**config.mk**
```make
export PLATFORM = sky130hd
export DESIGN_NAME = ai_cmd_dispatcher_flat
export DESIGN_NICKNAME = d
export VERILOG_FILES = /design/src/rtl/ai_ctrl_pkg.sv /design/src/rtl/ai_cmd_dispatcher_if.sv /design/src/rtl/ai_cmd_fifo.sv /design/src/rtl/ai_cmd_dispatcher.sv /design/src/flat_wrapper.sv
export SDC_FILE = /design/constraint.sdc
export NUM_CORES = 1
export LEC_CHECK = 0
export CORE_MARGIN = 2
export CORE_UTILIZATION = 35
export DETAILED_ROUTE_END_ITERATION = 6
export REMOVE_ABC_BUFFERS = 1
export SLEW_MARGIN = 20
export SYNTH_ARGS = -nofsm -noshare
export SYNTH_HDL_FRONTEND = slang
export SYNTH_SLANG_ARGS = --single-unit
```
**constraint.sdc**
```tcl
create_clock -name clk -period 3.2 [get_ports clk]
set_input_delay 0.48 -clock clk [delete_from_list [all_inputs] [get_ports clk]]
set_output_delay 0.48 -clock clk [all_outputs]
set_load 0.02 [all_outputs]
```
**src/rtl/ai_ctrl_pkg.sv**
```systemverilog
// Shared types and constants for the AI command dispatcher: FSM encoding and
// the AI unit's handshake timing used by models of the unit.
package ai_ctrl_pkg;

  typedef enum logic [1:0] {
    IDLE  = 2'd0,
    ISSUE = 2'd1,
    WAIT  = 2'd2
  } ai_state_e;

  // Cycles the AI unit reports busy before pulsing done.
  localparam int unsigned AI_BUSY_TO_DONE = 1;

endpackage

```
**src/rtl/ai_cmd_dispatcher_if.sv**
```systemverilog
// Pipeline-side command channel plus AI-unit start/busy/done handshake.
// The dispatcher uses the master view; the pipeline/AI-unit side uses slave.
interface ai_cmd_dispatcher_if #(
  parameter int DEPTH = 4,
  parameter int CMD_W = 32,
  parameter int CNT_W = 16
);
  localparam int PEND_W = $clog2(DEPTH) + 1;

  logic              cmd_valid;
  logic [CMD_W-1:0]  cmd_data;
  logic              cmd_ready;
  logic              ai_start;
  logic [CMD_W-1:0]  ai_cmd;
  logic              ai_busy;
  logic              ai_done;
  logic              err_clr;
  logic              ai_error;
  logic [PEND_W-1:0] pending;
  logic              idle;
  logic [CNT_W-1:0]  done_count;

  modport master (
    input  cmd_valid, cmd_data, ai_busy, ai_done, err_clr,
    output cmd_ready, ai_start, ai_cmd, ai_error, pending, idle, done_count
  );

  modport slave (
    output cmd_valid, cmd_data, ai_busy, ai_done, err_clr,
    input  cmd_ready, ai_start, ai_cmd, ai_error, pending, idle, done_count
  );

endinterface

```
**src/rtl/ai_cmd_fifo.sv**
```systemverilog
// DEPTH x W synchronous FIFO with wrap-bit pointers; full, empty and count
// are registered so downstream flags never see a combinational path from push.
module ai_cmd_fifo #(
  parameter int DEPTH = 4,
  parameter int W     = 32
) (
  input  logic                     clk,
  input  logic                     rst_n,
  input  logic                     i_push,
  input  logic [W-1:0]             i_data,
  input  logic                     i_pop,
  output logic [W-1:0]             o_data,
  output logic                     o_full,
  output logic                     o_empty,
  output logic                     o_empty_next,
  output logic [$clog2(DEPTH):0]   o_count
);

  localparam int AW = $clog2(DEPTH);

  logic [W-1:0] r_mem [DEPTH];
  logic [AW:0]  r_wr_ptr;
  logic [AW:0]  r_rd_ptr;
  logic [AW:0]  r_count;
  logic         r_full;
  logic         r_empty;

  logic         w_push_ok;
  logic         w_pop_ok;
  logic [AW:0]  w_wr_ptr_next;
  logic [AW:0]  w_rd_ptr_next;
  logic [AW:0]  w_count_next;

  assign w_push_ok     = i_push & ~r_full;
  assign w_pop_ok      = i_pop & ~r_empty;
  assign w_wr_ptr_next = r_wr_ptr + (AW + 1)'(w_push_ok);
  assign w_rd_ptr_next = r_rd_ptr + (AW + 1)'(w_pop_ok);
  assign w_count_next  = w_wr_ptr_next - w_rd_ptr_next;

  // NOTE: sequential state uses non-blocking assignments so every register
  // samples pre-edge values regardless of block ordering.
  always_ff @(posedge clk or negedge rst_n) begin
    if (!rst_n) begin
      r_wr_ptr <= '0;
      r_rd_ptr <= '0;
      r_count  <= '0;
      r_full   <= 1'b0;
      r_empty  <= 1'b1;
    end else begin
      r_wr_ptr <= w_wr_ptr_next;
      r_rd_ptr <= w_rd_ptr_next;
      r_count  <= w_count_next;
      r_full   <= (w_count_next == (AW + 1)'(DEPTH));
      r_empty  <= (w_count_next == '0);
    end
  end

  // NOTE: storage is deliberately not reset; the pointers alone define
  // validity, and an unreset array maps onto plain flops or RAM.
  always_ff @(posedge clk) begin
    if (w_push_ok) begin
      r_mem[r_wr_ptr[AW-1:0]] <= i_data;
    end
  end

  assign o_data       = r_mem[r_rd_ptr[AW-1:0]];
  assign o_full       = r_full;
  assign o_empty      = r_empty;
  assign o_empty_next = (w_count_next == '0);
  assign o_count      = r_count;

endmodule

```
**src/rtl/ai_cmd_dispatcher.sv**
```systemverilog
// Queues AI commands from execute and issues them one at a time to the AI unit
// as start pulses, supervising each with a timeout and counting completions.
module ai_cmd_dispatcher
  import ai_ctrl_pkg::*;
#(
  parameter int DEPTH   = 4,
  parameter int CMD_W   = 32,
  parameter int TIMEOUT = 255,
  parameter int CNT_W   = 16
) (
  input  logic                clk,
  input  logic                rst_n,
  ai_cmd_dispatcher_if.master bus
);

  localparam int PEND_W = $clog2(DEPTH) + 1;
  localparam int TW     = $clog2(TIMEOUT + 1);

  ai_state_e         r_state;
  ai_state_e         w_state_next;
  logic              r_start;
  logic [CMD_W-1:0]  r_cmd;
  logic [TW-1:0]     r_tmo;
  logic [TW-1:0]     w_tmo_next;
  logic [CNT_W-1:0]  r_done_cnt;
  logic              r_error;
  logic              r_idle;

  logic              w_push;
  logic              w_pop;
  logic              w_done_hit;
  logic              w_tmo_hit;
  logic              w_fifo_full;
  logic              w_fifo_empty;
  logic              w_fifo_empty_next;
  logic [PEND_W-1:0] w_fifo_count;
  logic [CMD_W-1:0]  w_fifo_head;

  assign w_push = bus.cmd_valid & ~w_fifo_full;

  ai_cmd_fifo #(
    .DEPTH (DEPTH),
    .W     (CMD_W)
  ) u_fifo (
    .clk          (clk),
    .rst_n        (rst_n),
    .i_push       (w_push),
    .i_data       (bus.cmd_data),
    .i_pop        (w_pop),
    .o_data       (w_fifo_head),
    .o_full       (w_fifo_full),
    .o_empty      (w_fifo_empty),
    .o_empty_next (w_fifo_empty_next),
    .o_count      (w_fifo_count)
  );

  always_ff @(posedge clk or negedge rst_n) begin
    if (!rst_n) r_state <= IDLE;
    else        r_state <= w_state_next;
  end

  // NOTE: every output of this block is given a default first so no path
  // through the case leaves a signal unassigned and infers a latch.
  always_comb begin
    w_state_next = r_state;
    w_pop        = 1'b0;
    w_tmo_next   = r_tmo;
    w_done_hit   = 1'b0;
    w_tmo_hit    = 1'b0;
    unique case (r_state)
      IDLE: begin
        if (!w_fifo_empty && !bus.ai_busy) begin
          w_pop        = 1'b1;
          w_state_next = ISSUE;
        end
      end
      ISSUE: begin
        w_tmo_next   = '0;
        w_state_next = WAIT;
      end
      WAIT: begin
        // Done is checked first so a completion on the final cycle still counts.
        if (bus.ai_done) begin
          w_done_hit   = 1'b1;
          w_state_next = IDLE;
        end else if (r_tmo == TW'(TIMEOUT - 1)) begin
          w_tmo_hit    = 1'b1;
          w_state_next = IDLE;
        end else begin
          w_tmo_next = r_tmo + 1'b1;
        end
      end
      default: w_state_next = IDLE;
    endcase
  end

  always_ff @(posedge clk or negedge rst_n) begin
    if (!rst_n) begin
      r_start    <= 1'b0;
      r_cmd      <= '0;
      r_tmo      <= '0;
      r_done_cnt <= '0;
      r_error    <= 1'b0;
      r_idle     <= 1'b1;
    end else begin
      r_start <= w_pop;
      r_tmo   <= w_tmo_next;
      if (w_pop)      r_cmd      <= w_fifo_head;
      if (w_done_hit) r_done_cnt <= r_done_cnt + 1'b1;
      // A timeout coinciding with err_clr keeps the flag set.
      if (w_tmo_hit)        r_error <= 1'b1;
      else if (bus.err_clr) r_error <= 1'b0;
      r_idle <= w_fifo_empty_next && (w_state_next == IDLE);
    end
  end

  assign bus.cmd_ready  = ~w_fifo_full;
  assign bus.ai_start   = r_start;
  assign bus.ai_cmd     = r_cmd;
  assign bus.ai_error   = r_error;
  assign bus.pending    = w_fifo_count;
  assign bus.idle       = r_idle;
  assign bus.done_count = r_done_cnt;

endmodule
```
**src/flat_wrapper.sv**
```systemverilog
// flat-port wrapper written by rule: the top's interface ports become plain ports
module ai_cmd_dispatcher_flat import ai_ctrl_pkg::*;
#(
  parameter int DEPTH   = 4,
  parameter int CMD_W   = 32,
  parameter int TIMEOUT = 255,
  parameter int CNT_W   = 16
)
  (clk, rst_n, bus_cmd_valid, bus_cmd_data, bus_ai_busy, bus_ai_done, bus_err_clr, bus_cmd_ready, bus_ai_start, bus_ai_cmd, bus_ai_error, bus_pending, bus_idle, bus_done_count);
  ai_cmd_dispatcher_if #(.DEPTH(DEPTH), .CMD_W(CMD_W), .CNT_W(CNT_W)) bus_i ();
  input  logic clk;
  input  logic rst_n;
  input wire logic [$bits(bus_i.cmd_valid)-1:0] bus_cmd_valid;
  input wire logic [$bits(bus_i.cmd_data)-1:0] bus_cmd_data;
  input wire logic [$bits(bus_i.ai_busy)-1:0] bus_ai_busy;
  input wire logic [$bits(bus_i.ai_done)-1:0] bus_ai_done;
  input wire logic [$bits(bus_i.err_clr)-1:0] bus_err_clr;
  output wire logic [$bits(bus_i.cmd_ready)-1:0] bus_cmd_ready;
  output wire logic [$bits(bus_i.ai_start)-1:0] bus_ai_start;
  output wire logic [$bits(bus_i.ai_cmd)-1:0] bus_ai_cmd;
  output wire logic [$bits(bus_i.ai_error)-1:0] bus_ai_error;
  output wire logic [$bits(bus_i.pending)-1:0] bus_pending;
  output wire logic [$bits(bus_i.idle)-1:0] bus_idle;
  output wire logic [$bits(bus_i.done_count)-1:0] bus_done_count;
  assign bus_i.cmd_valid = bus_cmd_valid;
  assign bus_i.cmd_data = bus_cmd_data;
  assign bus_i.ai_busy = bus_ai_busy;
  assign bus_i.ai_done = bus_ai_done;
  assign bus_i.err_clr = bus_err_clr;
  assign bus_cmd_ready = bus_i.cmd_ready;
  assign bus_ai_start = bus_i.ai_start;
  assign bus_ai_cmd = bus_i.ai_cmd;
  assign bus_ai_error = bus_i.ai_error;
  assign bus_pending = bus_i.pending;
  assign bus_idle = bus_i.idle;
  assign bus_done_count = bus_i.done_count;
  ai_cmd_dispatcher #(.DEPTH(DEPTH), .CMD_W(CMD_W), .TIMEOUT(TIMEOUT), .CNT_W(CNT_W)) u_core (.clk(clk), .rst_n(rst_n), .bus(bus_i));
endmodule
```
After elaboration in Yosys (flattened, before gate mapping):

Memory sizes are Yosys's and may differ from the RTL's. A register that Yosys moved wholly into a read port is not among the register bits.
Index checks and enable logic that the tools add are counted.

* reductions and logical operators: 11
* add/subtract/negate cells: 5
* bitwise operators: 5
* eq/ne operators: 6
* mux-type cells: 18

Operators with widths (count)
* 16-bit by 1-bit adder with 16-bit output (second input constant): 1
* 8-bit 2-to-1 mux: 2
* 8-bit case mux with 2 select lines: 1
* 1-bit 2-to-1 mux: 11
* 8-bit by 1-bit adder with 8-bit output (second input constant): 1
* 8-bit == test (second input constant): 1
* 3-bit by 1-bit adder with 3-bit output: 2
* 2-bit 2-to-1 mux: 3
* 2-bit case mux with 3 select lines: 1
* 2-bit logical NOT: 2
* 2-bit != test (second input constant): 2
* 2-bit nonzero test: 2
* 1-bit bitwise AND: 3
* 3-bit == test (second input constant): 1
* 1-bit logical NOT: 3
* 3-bit logical NOT: 1
* 3-bit AND reduction: 1
* 3-bit subtractor: 1
* 2-bit by 1-bit == test with 1-bit output (second input constant): 1
* 2-bit == test (second input constant): 1
* 1-bit logical AND: 2
* 1-bit NOT: 2

* bits in registers: 40
* word-level logic and storage cells: 57
* bits in writable memories: 128
* bits of input ports: 38
* output and inout port bits: 55
* memories: 1

Memory list
* u_core.u_fifo.r_mem: depth 4, width 32, read ports 1, clocked after Yosys merged registers in 1, wr ports 1, RTL line ai_cmd_fifo.sv:21 `logic [W-1:0] r_mem [DEPTH];`

Logic depth before layout (Yosys ltp):

Gate-level depths: netlist of the first run.

* word-level depth: 9
* mapped depth: 9
* depth with buffers taken out: 8

Cells and area by module:

A second synthesis of the first run with hierarchy kept.

* cell total of the unflattened synthesis: 387
* area, all modules: 7644.8 um2

By module, submodules not included
* ai_cmd_fifo: area each 5091.1 um2, times used 1, cells each 200, seq. area each 4120.2 um2
* ai_cmd_dispatcher: area each 2553.7 um2, times used 1, cells each 187, seq. area each 1527.7 um2

Least setup slack after synthesis of the first run:

OpenSTA, ideal clock, no wires.

* kind: input-to-reg
* start point: input bus_cmd_valid
* end point: memory u_core.u_fifo.r_mem[0][0] (enable)
* library setup time: 0.468 ns
* stages on the path: 2
* path buffers: 0
* path slack: -0.393 ns
* data required time: 2.732 ns
* arrival time: 3.126 ns
* path through: nor2b_1 > nor3b_1

* word-level cells in the longest chain between the ends: 4

Ends and longest elaborated chain
* from (decl): RTL line flat_wrapper.sv:13 `input wire logic [$bits(bus_i.cmd_valid)-1:0] bus_cmd_valid;`
* 1-bit bitwise AND: RTL line ai_cmd_dispatcher.sv:39 `assign w_push = bus.cmd_valid & ~w_fifo_full;`
* 1-bit bitwise AND: RTL line ai_cmd_fifo.sv:34 `assign w_push_ok = i_push & ~r_full;`
* 1-bit 2-to-1 mux: RTL line ai_cmd_fifo.sv:61 `if (w_push_ok) begin`
* 1-bit 2-to-1 mux (implied by the code): RTL line ai_cmd_fifo.sv:62 `r_mem[r_wr_ptr[AW-1:0]] <= i_data;`
* to (decl): RTL line ai_cmd_fifo.sv:21

Every way passes these cells.

Worst setup path after layout of the first run:

* start point: register u_core.r_state[1]
* end point: register u_core.r_idle (netlist: u_core.bus.idle)

* word-level cells in the longest chain between the ends: 7
* elaborated cells on any way between the ends: 14
* those cells by class: add/sub (2); eq/ne (2); mux (5); bitwise (1); reduce/logical (4)

Ends and longest elaborated chain
* from (decl): RTL line ai_cmd_dispatcher.sv:19 `ai_state_e r_state;`
* from (signal assigned): RTL line ai_cmd_dispatcher.sv:59 `else r_state <= w_state_next;`
* 2-bit logical NOT: RTL line ai_cmd_dispatcher.sv:70 `unique case (r_state)`
* 1-bit 2-to-1 mux: RTL line ai_cmd_dispatcher.sv:70
* 1-bit bitwise AND: RTL line ai_cmd_fifo.sv:35 `assign w_pop_ok = i_pop & ~r_empty;`
* 3-bit by 1-bit adder with 3-bit output: RTL line ai_cmd_fifo.sv:37 `assign w_rd_ptr_next = r_rd_ptr + (AW + 1)'(w_pop_ok);`
* via u_core.u_fifo.w_rd_ptr_next[0]: RTL line ai_cmd_fifo.sv:31 `logic [AW:0] w_rd_ptr_next;`
* 3-bit subtractor: RTL line ai_cmd_fifo.sv:38 `assign w_count_next = w_wr_ptr_next - w_rd_ptr_next;`
* via u_core.u_fifo.w_count_next[1]: RTL line ai_cmd_fifo.sv:32 `logic [AW:0] w_count_next;`
* 3-bit logical NOT: RTL line ai_cmd_fifo.sv:69 `assign o_empty_next = (w_count_next == '0);`
* 1-bit logical AND: RTL line ai_cmd_dispatcher.sv:113 `r_idle <= w_fifo_empty_next && (w_state_next == IDLE);`
* to (signal assigned): RTL line ai_cmd_dispatcher.sv:113
* to (decl): RTL line ai_cmd_dispatcher.sv:27 `logic r_idle;`

The timed path passes the listed nets, and every way through them passes these cells.
A chain may end at the register's enable or synchronous reset.

==> flow_metrics.tcl, run 1 <==
set metrics [dict create \
    die-width_um 152.1 \
    synth_area_leader_cell "edfxtp_1" \
    hp-class "in -> async" \
    clock_sinks 200 \
    start_kind "flip-flop" \
    outcome "completed" \
    post_cts_buffers 0 \
    synth_area_um2 7680 \
    clk_path_buf_depth 2 \
    dp_cells 761 \
    power_frac_clock_pct 23.7 \
    yosysTopAreaCellShare_pct 50.05 \
    h-tree-depth 4 \
    final_nets 547 \
    core.rowCount 54 \
    ys.flop_type "edfxtp_1" \
    drv_cap 0 \
    wirelength_um 14510 \
    fp.dieH_um 152.1 \
    grt_overflow 0 \
    drv_slew 0 \
    die-area_um2 23140 \
    ff2ff_setup_slack_ns 0.87 \
    period_share_pct 72.83 \
    final_cells 793 \
    synthArstFlopShare_pct 36.00 \
    wire_per_inst_um 18.30 \
    ys_ff_latch 200 \
    syn_to_final_growth_pct 24.50 \
    syn_inst 391 \
    gp_congestion 0.7997 \
    place_ws_ns 0.4348 \
    rsz0062_at_grt "no" \
    clk_latency_ns 0.43 \
    synth_cell_type_count 40 \
    hold_buffers 0 \
    layout-drive-gt1-share_pct 23.20 \
    r2r-start "u_core.r_state[1]" \
    p_comb_share_pct 32.9 \
    worstMarginPinSlew_ns 0.6687 \
    diodes 0 \
    critPathKind "reg -> reg" \
    r2r-end "u_core.bus.idle" \
    avgViaCountPerCell 4.863 \
    finalHoldViolations 0 \
    ir_worst_vdd_mv 0.5292 \
    synth_seq_area_share_pct 73.54 \
    min_period_ns 2.330 \
    cts_tree "yes" \
    clkTransAtPathRegs_ns 0.08 \
    hpwl_um 9157 \
    nFillCells 1857 \
    cts-resized-gates 0 \
    grt_pass1_vias 4008 \
    cts-root-buf "clkbuf_16" \
    p_sw_mw 2.742 \
    path_max_fanout 11 \
    power.leakage_nw 3.466 \
    max_freq_ghz 0.4291 \
    syn_area_per_cell_um2 19.64 \
    port_buffers 92 \
    power_density_nw_per_um2 910.9 \
    grt_pass1_wl_um 22960 \
    synth_edf_count 128 \
    finalSetupViolations 0 \
    fin_skew_ns 0.01256 \
    ant_nets 0 \
    seq_power_share_pct 43.4 \
    cts_made_buffers 17 \
    grt_max_degree 44 \
    relSlewSlack_pct 55.42 \
    synth_area_leaders "edfxtp_1, dfrtp_1, mux4_2, mux2_2, mux2_4" \
    dr_total_vias 3856 \
    start_util_pct 35.41 \
    switching_share_pct 31.49 \
    drc 0 \
    ff2ff_path_depth 7 \
    antenna_found_initial 1 \
    worstPathRequired_ns 3.54 \
    coreArea_um2 21690 \
    grt_usage_pct 13.05 \
    end_kind "flip-flop" \
    worst_ep_arrival_time_ns 2.67 \
    setup_ws_ns 0.8696 \
    internal_power_mw 5.967 \
    io_pins 93 \
    firstDrtPassIters 4 \
    yosysWarnings 0 \
    dr.first_iter.drc_count 156 \
]
Yosys cell counts, types with 2 or more instances:
cell type	count
edfxtp_1	128
dfrtp_1	70
mux4_2	32
mux2_2	25
nand2_1	12
nand3_1	12
xnor2_1	11
xor2_1	10
nor2_1	9
ha_1	8
inv_1	8
mux2_4	8
buf_6	7
nand4_1	5
nor4_1	4
and4_1	3
clkbuf_1	3
mux2i_1	3
nand2b_1	3
and2_1	2
and3_1	2
buf_2	2
dfstp_2	2
nand3b_1	2
nand4b_1	2
nor2b_1	2
nor3b_1	2
o21ai_0	2
final cells by class:
| cell class | count | area, um2 | share of cell area, % |
|---|---|---|---|
| sequential | 200 | 5650 | 59.09 |
| multi-input combinational | 171 | 1917 | 20.05 |
| timing repair buffer | 102 | 1031 | 10.78 |
| clock buffer | 17 | 425.4 | 4.449 |
| tap | 280 | 350.3 | 3.664 |
| clock inverter | 15 | 157.7 | 1.649 |
| inverter | 8 | 30.03 | 0.3141 |
how the worst max path moves through the flow:
stage,cells past startpoint,to,startpoint
4_1_cts,7,u_core.bus.idle,u_core.r_state[1]
3_3_place_gp,9,u_core.u_fifo.o_full,bus_cmd_valid
3_5_place_dp,9,u_core.u_fifo.o_full,bus_cmd_valid
6_report,7,u_core.bus.idle,u_core.r_state[1]
2_1_floorplan,2,u_core.u_fifo.r_mem[0][0],bus_cmd_valid
5_1_grt,7,u_core.u_fifo.o_full,u_core.r_state[1]
flip-flops by register name, summed over array words and instances (netlist names):
| register | cells |
|---|---|
| u_core.bus.ai_error | 1 |
| u_core.r_state | 2 |
| u_core.bus.idle | 1 |
| u_core.u_fifo.r_wr_ptr | 3 |
| u_core.u_fifo.r_rd_ptr | 3 |
| u_core.r_tmo | 8 |
| u_core.u_fifo.o_empty | 1 |
| u_core.bus.ai_cmd | 32 |
| u_core.u_fifo.r_mem | 128 |
| u_core.bus.ai_start | 1 |
| u_core.bus.done_count | 16 |
| u_core.u_fifo.o_count | 3 |
| u_core.u_fifo.o_full | 1 |
layout by cell type (no fill, tap or decap), types with 2 or more instances in the layout:
cell type          n
clkbuf_16         17
buf_4              8
and4_1             3
nand2b_1           3
nor3b_2            2
inv_1              8
mux2_2            25
clkinvlp_4         3
nor2_1             8
dfrtp_1           68
edfxtp_1         128
buf_12             3
nand2_1           12
mux2_4             8
clkdlybuf4s50_1   91
xor2_1            10
o21ai_0            2
ha_1               8
and2_1             2
mux2i_1            3
nand4b_1           2
clkinv_8           3
nand3b_1           2
inv_8              5
nor4_1             4
mux4_2            32
dfrtp_2            2
nand4_1            5
xnor2_1           11
dfstp_2            2
clkinv_4           2
nor2b_1            2
nand3_1           12
cell families (layout without fill, tap and decap cells):
kind of cell             after synthesis  count (layout)  synth area share [%]
flip-flops                           200             200                 73.54
AND/OR/NAND/NOR                       66              66                 5.213
adder cells (fa/ha/maj)                9               9                 1.564
XOR/XNOR                              21              21                 2.395
AO/OA/AOI/OAI                          7               7                0.5866
multiplexers                          68              68                 15.00
buffers and inverters                 20             142                 1.694
through the flow:
stage	cell area (um2)	utilization, %	power [mW]	TNS (ns)	hold WS, ns
after floorplan	7580	-	5.578	-12.96	0.1844
after global placement	8979	41.40	6.720	0	0.4631
after detailed placement	8979	41.40	6.772	0	0.4692
after CTS	9562	44.09	8.861	0	0.04156
after global routing	9562	44.09	9.201	0	0.06001
final	9562	44.09	8.710	0	0.03335
power by group through the flow:
stage	Clock (mW)	Sequential, mW	Combinational, mW
6_report	2.07	3.78	2.87
4_1_cts	2.12	3.79	2.95
3_5_place_dp	0	3.84	2.94
3_3_place_gp	0	3.81	2.91
2_1_floorplan	0	4.22	1.36
5_1_grt	2.23	3.86	3.11
worst max-delay path: stages (launching register included):
cell and delay [ns]:
dfrtp_1 0.53, nor4_4 0.36, ha_1 0.30, ha_1 0.19, inv_1 0.07, fa_1 0.43
nand2b_1 0.18, nor4_1 0.18
per-layer routing:
layer | global-route usage, % | vias to the layer above | part of all wire, %
met3 | 3.783 | 14 | 5.0
met1 | 17.28 | 1979 | 46
li1 | - | 1747 | -
met5 | 0 | - | 0
met4 | 4.139 | 0 | 0.89
met2 | 20.94 | 116 | 48
No activity file was read; power rests on OpenSTA's default activity.
==> run 2, diff against run 1 <==
==> constraint.sdc (replaced) <==
create_clock -name clk -period 2.23 [get_ports clk]
set_input_delay 0.3345 -clock clk [delete_from_list [all_inputs] [get_ports clk]]
set_output_delay 0.3345 -clock clk [all_outputs]
set_load 0.02 [all_outputs]
==> flow_metrics.tcl, run 2 (same netlist as run 1, synthesis figures left out) <==
set metrics [dict create \
    worstMarginPinSlew_ns 0.6902 \
    grt_pass1_wl_um 23350 \
    start_util_pct 35.41 \
    grt_usage_pct 13.41 \
    cts-root-buf "clkbuf_16" \
    antenna_found_initial 1 \
    max_freq_ghz 0.4646 \
    dpl_cell_area_um2 9056 \
    power_mw 13.08 \
    fp.dieH_um 152.1 \
    io_pins 93 \
    avgViaCountPerCell 4.820 \
    p_sw_mw 3.984 \
    ant_nets 0 \
    outcome "completed" \
    power_frac_clock_pct 23.4 \
    cts_tree "yes" \
    grt_overflow 0 \
    clk_latency_ns 0.44 \
    cts_made_buffers 17 \
    firstDrtPassIters 4 \
    drc 0 \
    clock_sinks 200 \
    end_kind "flip-flop" \
    worstPathCellList "nor4_4 -> ha_1 -> ha_1 -> inv_1 -> fa_1 -> nand2b_4 -> nor4_4" \
    power.leakage_nw 3.543 \
    final_nets 557 \
    dr_total_vias 3875 \
    fin_hold_ws_ns 0.4219 \
    wire_per_inst_um 18.46 \
    fin_area_um2 9703 \
    grt_max_degree 44 \
    dr.first_iter.drc_count 280 \
    most-common-layout-cells "edfxtp_1, clkdlybuf4s50_1, dfrtp_1, mux4_2, mux2_2" \
    coreArea_um2 21690 \
    die-area_um2 23140 \
    internal_power_mw 9.097 \
    ir_worst_vdd_mv 0.6589 \
    path_max_fanout 2 \
    slowest_delay_ns 0.42 \
    core.rowCount 54 \
    layout_commonest_cell "edfxtp_1" \
    h-tree-depth 4 \
    cp_top_family "adder cells" \
    hpwl_um 9162 \
    power_density_nw_per_um2 1348 \
    period_share_pct 96.51 \
    worstPathRequired_ns 2.59 \
    grt_pass1_vias 4231 \
    seq_area_um2 5650 \
    finalHoldViolations 0 \
    start_kind "flip-flop" \
    critPathKind "reg -> reg" \
    multi_input_area_um2 1947 \
    largest_register_ffs 128 \
    syn_to_final_growth_pct 26.34 \
    fin_skew_ns 0.01351 \
    port_buffers 92 \
    cp_num_buf_inv 1 \
    nFillCells 1871 \
    p_comb_share_pct 35.5 \
    worst_ep_arrival_time_ns 2.51 \
    crit_slowest_cell "fa_1" \
    min_period_ns 2.152 \
    wirelength_um 14840 \
    drv_cap 0 \
    seq_power_share_pct 41.2 \
    die-width_um 152.1 \
    relSlewSlack_pct 53.98 \
    layout-drive-gt1-share_pct 24.67 \
    finalSetupViolations 0 \
    clkTransAtPathRegs_ns 0.08 \
    gp_congestion 0.7613 \
    switching_share_pct 30.46 \
    rsz0062_at_grt "yes" \
    clk_path_buf_depth 2 \
    hp-class "in -> async" \
    drv_slew 0 \
]
## run 2: cell count changes in the layout (fill, tap and decap cells not counted), sizes merged
cell,previous run,this run
bufinv,0,2
diode,0,1
clkinv,6,3
buf,11,20
clkinvlp,3,2
inv,14,12
clkbuf,17,21
dlygate4sd3,0,1
## run 2: layout make-up
type,count,area share [%]
sequential,200,58.23
multi-input combinational,171,20.06
timing repair buffer,112,11.68
clock buffer,21,4.642
tap,280,3.611
clock inverter,11,1.431
inverter,8,0.3095
antenna,1,0.02579
## run 2: path summary, 6_finish.rpt
path,start,endpoint,slack (ns),cells past startpoint
min,rst_n,u_core.bus.done_count[12],0.42,2
max reg2reg,u_core.r_state[0],u_core.bus.idle,0.08,7
max in group asynchronous,rst_n,u_core.bus.idle,1.12,3
max,u_core.r_state[0],u_core.bus.idle,0.08,7
min in group clk,bus_err_clr,u_core.bus.ai_error,0.46,2
min reg2reg,u_core.u_fifo.r_wr_ptr[2],u_core.u_fifo.r_wr_ptr[2],0.47,1
## run 2: power groups by stage
stage	Clock (mW)	Sequential (mW)	Combinational (mW)
after floorplan	0	6.05	1.95
after global placement	0	5.42	4.38
after detailed placement	0	5.47	4.47
after CTS	3.15	5.40	4.48
after global routing	3.29	5.49	5.00
final	3.06	5.39	4.64
## run 2: per-layer routing
| metal | up-vias | routed length (um) | part of all wire, % | global-route usage, % |
|---|---|---|---|---|
| met5 | - | 0 | 0 | 0 |
| met4 | 0 | 245 | 1.7 | 5.429 |
| met3 | 17 | 779 | 5.3 | 4.238 |
| met2 | 98 | 7255 | 49 | 21.62 |
| met1 | 2000 | 6557 | 44 | 16.93 |
| li1 | 1760 | - | - | - |
## run 2: repair_timing
action / 4_1_cts / 5_1_grt
setup buffers: 0 / 2
hold buffers: 1 / 0
endpoints found under the setup margin: 0 / 3
endpoints found under the hold margin: 29 / 0
gates resized for setup: 0 / 4
## run 2: through the flow
| stage | std cells | setup slack, ns | TNS (ns) | utilization (%) |
|---|---|---|---|---|
| after CTS | 801 | 0.02945 | 0 | 44.52 |
| after global placement | 768 | -0.2685 | -0.9887 | 41.76 |
| after floorplan | 379 | -1.230 | -57.67 | - |
| after detailed placement | 768 | -0.3827 | -1.278 | 41.76 |
| final | 804 | 0.07777 | 0 | 44.74 |
| after global routing | 803 | -0.03417 | -0.03417 | 44.73 |
